===== config.mk =====
export PLATFORM = sky130hd
export DESIGN_NAME = ones_mod3_arbiter
export DESIGN_NICKNAME = d
export VERILOG_FILES = /design/src/rtl/ones_mod3_arbiter.sv
export SDC_FILE = /design/constraint.sdc
export NUM_CORES = 1
export LEC_CHECK = 0
export CAP_MARGIN = 20
export CORE_MARGIN = 3
export CORE_UTILIZATION = 48
export CTS_BUF_LIST = sky130_fd_sc_hd__clkbuf_8
export CTS_CLUSTER_DIAMETER = 200
export DETAILED_ROUTE_END_ITERATION = 7
export PLACE_DENSITY = 0.82
export SKIP_LAST_GASP = 1
export SYNTH_ARGS = -nofsm -noshare
export SYNTH_HDL_FRONTEND = slang
export SYNTH_SLANG_ARGS = --single-unit

===== constraint.sdc =====
create_clock -name clk -period 2.1 [get_ports clk]
set_clock_uncertainty 0.1 [all_clocks]
set_input_delay 0.42 -clock clk [delete_from_list [all_inputs] [get_ports clk]]
set_output_delay 0.42 -clock clk [all_outputs]
set_load 0.005 [all_outputs]

===== src/rtl/ones_mod3_arbiter.sv =====
`default_nettype none
// ============================================================================
//  Module      : ones_mod3_arbiter
//  Description : Round-robin arbiter in front of one shared serial
//                ones-count-mod-3 engine. The granted word is shifted
//                LSB-first through a three-state residue FSM. The result
//                (residue, div3) is reported with the requester id.
//  Option      : ONES_MOD3_EARLY_EXIT_EN - leave SHIFT as soon as the
//                remaining shift register is zero.
//  Revision    : 1.0 - initial release
// ============================================================================
module ones_mod3_arbiter #(
   parameter int NREQ  = 4,
   parameter int WIDTH = 8,
   parameter int IDW   = 2
) (
   input  logic                  clk,
   input  logic                  rst,
   input  logic [NREQ-1:0]       req,
   input  logic [NREQ*WIDTH-1:0] data,
   output logic [NREQ-1:0]       gnt,
   output logic                  busy,
   output logic                  done,
   output logic [IDW-1:0]        done_id,
   output logic [1:0]            residue,
   output logic                  div3
);

   localparam int CW = $clog2(WIDTH) + 1;

   typedef enum logic [1:0] {IDLE = 2'd0, SHIFT = 2'd1, REPORT = 2'd2} state_t;
   typedef enum logic [1:0] {R0 = 2'd0, R1 = 2'd1, R2 = 2'd2} res_t;

   state_t              state_q, state_d;
   res_t                res_q, res_d;
   logic [IDW-1:0]      ptr_q, ptr_d;
   logic [IDW-1:0]      win_q, win_d;
   logic [WIDTH-1:0]    sh_q, sh_d;
   logic [CW-1:0]       cnt_q, cnt_d;
   logic [NREQ-1:0]     gnt_q, gnt_d;
   logic                busy_q, busy_d;
   logic                done_q, done_d;
   logic [IDW-1:0]      done_id_q, done_id_d;
   logic [1:0]          residue_q, residue_d;
   logic                div3_q, div3_d;

   logic [IDW-1:0]      w_pick;
   logic [WIDTH-1:0]    sh_next;
   res_t                res_adv;
   logic                last_bit;

   // First requester at or after the pointer, wrapping modulo NREQ.
   // Iterating downward lets the closest candidate overwrite farther ones.
   function automatic logic [IDW-1:0] rr_pick(input logic [NREQ-1:0] r,
                                              input logic [IDW-1:0]  p);
      int idx;
      rr_pick = '0;
      for (int k = NREQ - 1; k >= 0; k--) begin
         idx = (int'(p) + k) % NREQ;
         if (r[idx]) rr_pick = IDW'(idx);
      end
   endfunction

   // Residue FSM transition: advance one state on a '1', hold on a '0'.
   function automatic res_t res_step(input res_t r, input logic b);
      res_step = r;
      if (b) begin
         case (r)
            R0:      res_step = R1;
            R1:      res_step = R2;
            default: res_step = R0;
         endcase
      end
   endfunction

   // Next-state, datapath and output computation for the controller.
   always_comb begin
      state_d   = state_q;
      res_d     = res_q;
      ptr_d     = ptr_q;
      win_d     = win_q;
      sh_d      = sh_q;
      cnt_d     = cnt_q;
      gnt_d     = '0;
      busy_d    = busy_q;
      done_d    = 1'b0;
      done_id_d = done_id_q;
      residue_d = residue_q;
      div3_d    = div3_q;

      w_pick   = rr_pick(req, ptr_q);
      sh_next  = {1'b0, sh_q[WIDTH-1:1]};
      res_adv  = res_step(res_q, sh_q[0]);
`ifdef ONES_MOD3_EARLY_EXIT_EN
      // No ones left to count once the remaining register is empty.
      last_bit = (cnt_q == CW'(WIDTH - 1)) || (sh_next == '0);
`else
      last_bit = (cnt_q == CW'(WIDTH - 1));
`endif

      case (state_q)
         IDLE: begin
            if (|req) begin
               win_d         = w_pick;
               sh_d          = data[int'(w_pick)*WIDTH +: WIDTH];
               cnt_d         = '0;
               res_d         = R0;
               gnt_d[w_pick] = 1'b1;
               busy_d        = 1'b1;
               ptr_d         = (int'(w_pick) == NREQ - 1) ? '0 : w_pick + IDW'(1);
               state_d       = SHIFT;
            end
         end
         SHIFT: begin
            sh_d  = sh_next;
            cnt_d = cnt_q + CW'(1);
            res_d = res_adv;
            if (last_bit) begin
               // Result registered on the edge that enters REPORT, so it
               // already includes the final bit.
               state_d   = REPORT;
               done_d    = 1'b1;
               done_id_d = win_q;
               residue_d = res_adv;
               div3_d    = (res_adv == R0);
            end
         end
         REPORT: begin
            busy_d  = 1'b0;
            state_d = IDLE;
         end
         default: begin
            busy_d  = 1'b0;
            state_d = IDLE;
         end
      endcase
   end

   // State and output registers with asynchronous active-low reset.
   always_ff @(posedge clk or negedge rst) begin
      if (!rst) begin
         state_q   <= IDLE;
         res_q     <= R0;
         ptr_q     <= '0;
         win_q     <= '0;
         sh_q      <= '0;
         cnt_q     <= '0;
         gnt_q     <= '0;
         busy_q    <= 1'b0;
         done_q    <= 1'b0;
         done_id_q <= '0;
         residue_q <= 2'd0;
         div3_q    <= 1'b0;
      end else begin
         state_q   <= state_d;
         res_q     <= res_d;
         ptr_q     <= ptr_d;
         win_q     <= win_d;
         sh_q      <= sh_d;
         cnt_q     <= cnt_d;
         gnt_q     <= gnt_d;
         busy_q    <= busy_d;
         done_q    <= done_d;
         done_id_q <= done_id_d;
         residue_q <= residue_d;
         div3_q    <= div3_d;
      end
   end

   assign gnt     = gnt_q;
   assign busy    = busy_q;
   assign done    = done_q;
   assign done_id = done_id_q;
   assign residue = residue_q;
   assign div3    = div3_q;

endmodule
`default_nettype wire


==> results by group <==
Pwr
  • PD cells: 1290 mW/mm^2
  • Leakage: 1.06 nW
  • Seq pwr share: 34.3%
  • Peak supply drop: 0.000667 V
  • Internal: between 1.5 and 2 mW
  • P_sw: between 1 and 1.5 mW
  • Clock Power Share: 19.8%
  • Gate power share: 45.9%
  • Sw frac: 34.4%

Synthesis
  • Avg Inst Size Synth: 10.9 sq um
  • Synth top area share: around 48%
  • Post-synthesis mux area share: 13.6%
  • Register area share after synthesis: 48.0%
  • Post-synthesis adder-cell area fraction: roughly 1.5%
  • Fraction of registers with async set/reset: 100%
  • Synth Instances: 148
  • Yosys cell types: 34
  • Synthesis-stage register bit count: 31
  • Commonest cells in the netlist: 31 x dfrtp_1, 18 x nand2_1, 16 x mux2i_1, 12 x a21oi_1, 11 x nor2_1
  • Most common cell in the netlist: dfrtp_1
  • Synth Cell Area: 0.00162 sq mm
  • Net Count, Synth: 188
  • Simple-gate share of the synthesized area: 15.4%
  • XOR/XNOR Fraction of Synth Area: 0%
  • Synth area leaders: dfrtp_1 48%, mux2i_1 9.9%, o221ai_2 4.6%
  • Predominant post-synthesis flop cell: dfrtp_1
  • Post-synth EDFFs: 0
  • Largest family of logic cells by synthesized area: compound AO/OA/AOI/OAI gates
  • Synth Area in Compound Gates: 18.2%
  • Yosys warning total: 0
  • Post-synth top area cell: dfrtp_1

Cells and area
  • N_diodes: 0
  • Final Core Density: 75.6%
  • Finished Cell Area: around 0.0024 sq mm
  • Fillcell total: 237
  • NumNets Final: 252
  • Layout cells sized above 1: 19.7%
  • Synth-to-Final Area Change: 46.2%

Setup path
  • Crit path arrival time: 2.06 ns
  • CP max stage cell: clkdlybuf4s50_1
  • CP Launch Type: input pin
  • Worst Path Required: 2.16 ns
  • Worst stage delay on the critical path: approximately 0.56 ns
  • CP cell instances: clkdlybuf4s50_1 > nand2_1 > a311oi_4 > buf_12 > mux2i_1 > o221ai_2
  • CP Max Fanout: 20
  • Worst setup path class: in2reg
  • Crit end category: flop

CTS
  • TritonCTS clock tree: done
  • CTS Sinks: 31
  • Clk slew on worst S/H paths: 0.06 ns
  • Root Driver: clkbuf_8
  • Maximum buffer depth of the clock tree: 2
  • Clock latency on the worst-skew pair: slightly below 0.3 ns
  • Post-CTS Setup Inserts: 0
  • TritonCTS Buffers: 5
  • # H-tree levels: 2

Detailed routing
  • Routed via count: 1405
  • Remaining antenna violation count after routing: 0
  • Initial drt markers: 40
  • Routed wire length: 3930 microns
  • Vias per cell: 5.47
  • # DRC: 0
  • Wirelength per Cell: approximately 15 microns
  • Drt pass-1 iters: 4

Placement
  • Place WS: -0.214 ns
  • Area after detailed placement: 0.00224 sq mm
  • DP Wirelength: 3010 microns
  • Port bufs: 48
  • Routability congestion estimate: 0.817

STA
  • Final setup violation count: 0
  • Hold Violations, Final: 0
  • Max Clk Rate: 0.500 GHz
  • Unrepaired setup endpoints after global routing: false
  • Tmin final: approximately 2.0 ns
  • Worst-margin pin slew: 0.385 ns
  • Rel. slew slack: between 70% and 80%
  • Final slew viol count: 0
  • Final WS setup: 0.0985 ns
  • Final Cycle Share: 95.3%

Min path
  • Hold crit path type: reg2reg

Global routing
  • Largest net degree at the start of global routing: 32
  • Vias in the first global route: approximately 1.4k
  • First-pass GRT wire length: approximately 6500 microns
  • Initial antenna violation count: 0
  • Overflow after GRT: 0
  • Overall Global Routing Usage: 20.9%

Floorplan
  • IO Pins: ~50
  • Die area: 0.00410 sq mm
  • Num rows: 20
  • Initial Util: 51.7%
  • Die X: 64.1 microns
  • Die height: 64.1 microns
  • Core Box Area: 0.00313 sq mm

Flow run
  • Max-cap viol count: 0

Status
  • Outcome: completed
==> flip-flops by register name, indices dropped and copies added, names as in the netlist <==
register  count
sh_q          8
cnt_q         4
div3          1
ptr_q         2
state_q       2
res_q         2
done_id       2
win_q         2
busy          1
residue       2
gnt           4
done          1
==> cell families (layout without fill, tap and decap cells) <==
logic type,Yosys count,count (layout)
fa+ha+maj,2,2
compound gates,35,35
simple gates,51,51
mux,21,21
flops,31,31
buf+inv,8,73
==> placed cells by master, fill, tap and decap left out, drive strengths merged, types with 2 or more instances in the layout <==
| cell | count |
|---|---|
| clkbuf | 6 |
| a21oi | 12 |
| nor3 | 3 |
| mux2 | 5 |
| inv | 2 |
| nand2b | 5 |
| clkdlybuf4s50 | 48 |
| nand2 | 19 |
| ha | 2 |
| mux2i | 16 |
| and3 | 7 |
| o21ai | 7 |
| buf | 15 |
| o221ai | 8 |
| nor2 | 13 |
| dfrtp | 31 |
==> power groups by stage <==
| stage | Combinational [mW] | Sequential, mW | Clock [mW] |
|---|---|---|---|
| final | 1.40 | 1.04 | 0.603 |
| after global routing | 1.53 | 1.08 | 0.639 |
| after CTS | 1.40 | 1.04 | 0.607 |
| after detailed placement | 1.38 | 1.05 | 0 |
| after global placement | 1.32 | 1.03 | 0 |
| after floorplan | 0.877 | 1.01 | 0 |
==> critical path, delay by kind of cell <==
kind	cells	cell delay, ns
AO/OA/AOI/OAI	2	0.46
AND/OR/NAND/NOR	1	0.12
multiplexers	1	0.27
buffers and inverters	2	0.77
==> per-stage QoR <==
step                      TNS [ns]  cells  total power [mW]  hold slack (ns)
after floorplan                  0    148              1.89           0.0244
after detailed placement     -2.14    249              2.43            0.368
after global placement      -0.933    249              2.35            0.357
final                            0    257              3.04            0.379
after CTS                        0    257              3.05            0.388
after global routing             0    257              3.24            0.413
==> metal layers <==
metal | track usage (%) | up-vias | part of all wire [%]
li1 | - | 669 | -
met1 | 21.7 | 678 | 38
met3 | 5.80 | 11 | 5.2
met5 | 0 | - | 0
met2 | 38.8 | 47 | 55
met4 | 8.63 | 0 | 2.7
==> path summary, 6_finish.rpt <==
check | depth (start not counted) | startpoint | to | slack, ns
worst max-delay path | 6 | req[3] | sh_q[1] | 0.1
worst min-delay path | 2 | win_q[0] | win_q[0] | 0.38
worst max register to register | 5 | ptr_q[1] | sh_q[1] | 0.31
worst min register to register | 2 | win_q[0] | win_q[0] | 0.38
max in group asynchronous | 2 | rst | sh_q[2] | 1.19
min in group asynchronous | 2 | rst | res_q[0] | 0.43
==> what timing repair did <==
action / in CTS / in global routing
resized for setup: 0 / 1
setup endpoints to repair: 0 / 1
hold buffers: 0 / 0
==> cell type report <==
| class | count | area [sq um] | share of cell area [%] |
|---|---|---|---|
| Tap cell | 44 | 55.1 | 2.33 |
| Inverter | 2 | 7.51 | 0.317 |
| Timing Repair Buffer | 63 | 606 | 25.6 |
| Sequential cell | 31 | 776 | 32.8 |
| Clock inverter | 2 | 35.0 | 1.48 |
| Multi-Input combinational cell | 109 | 803 | 34.0 |
| Clock buffer | 6 | 82.6 | 3.49 |
No activity file was read; power rests on OpenSTA's default activity.
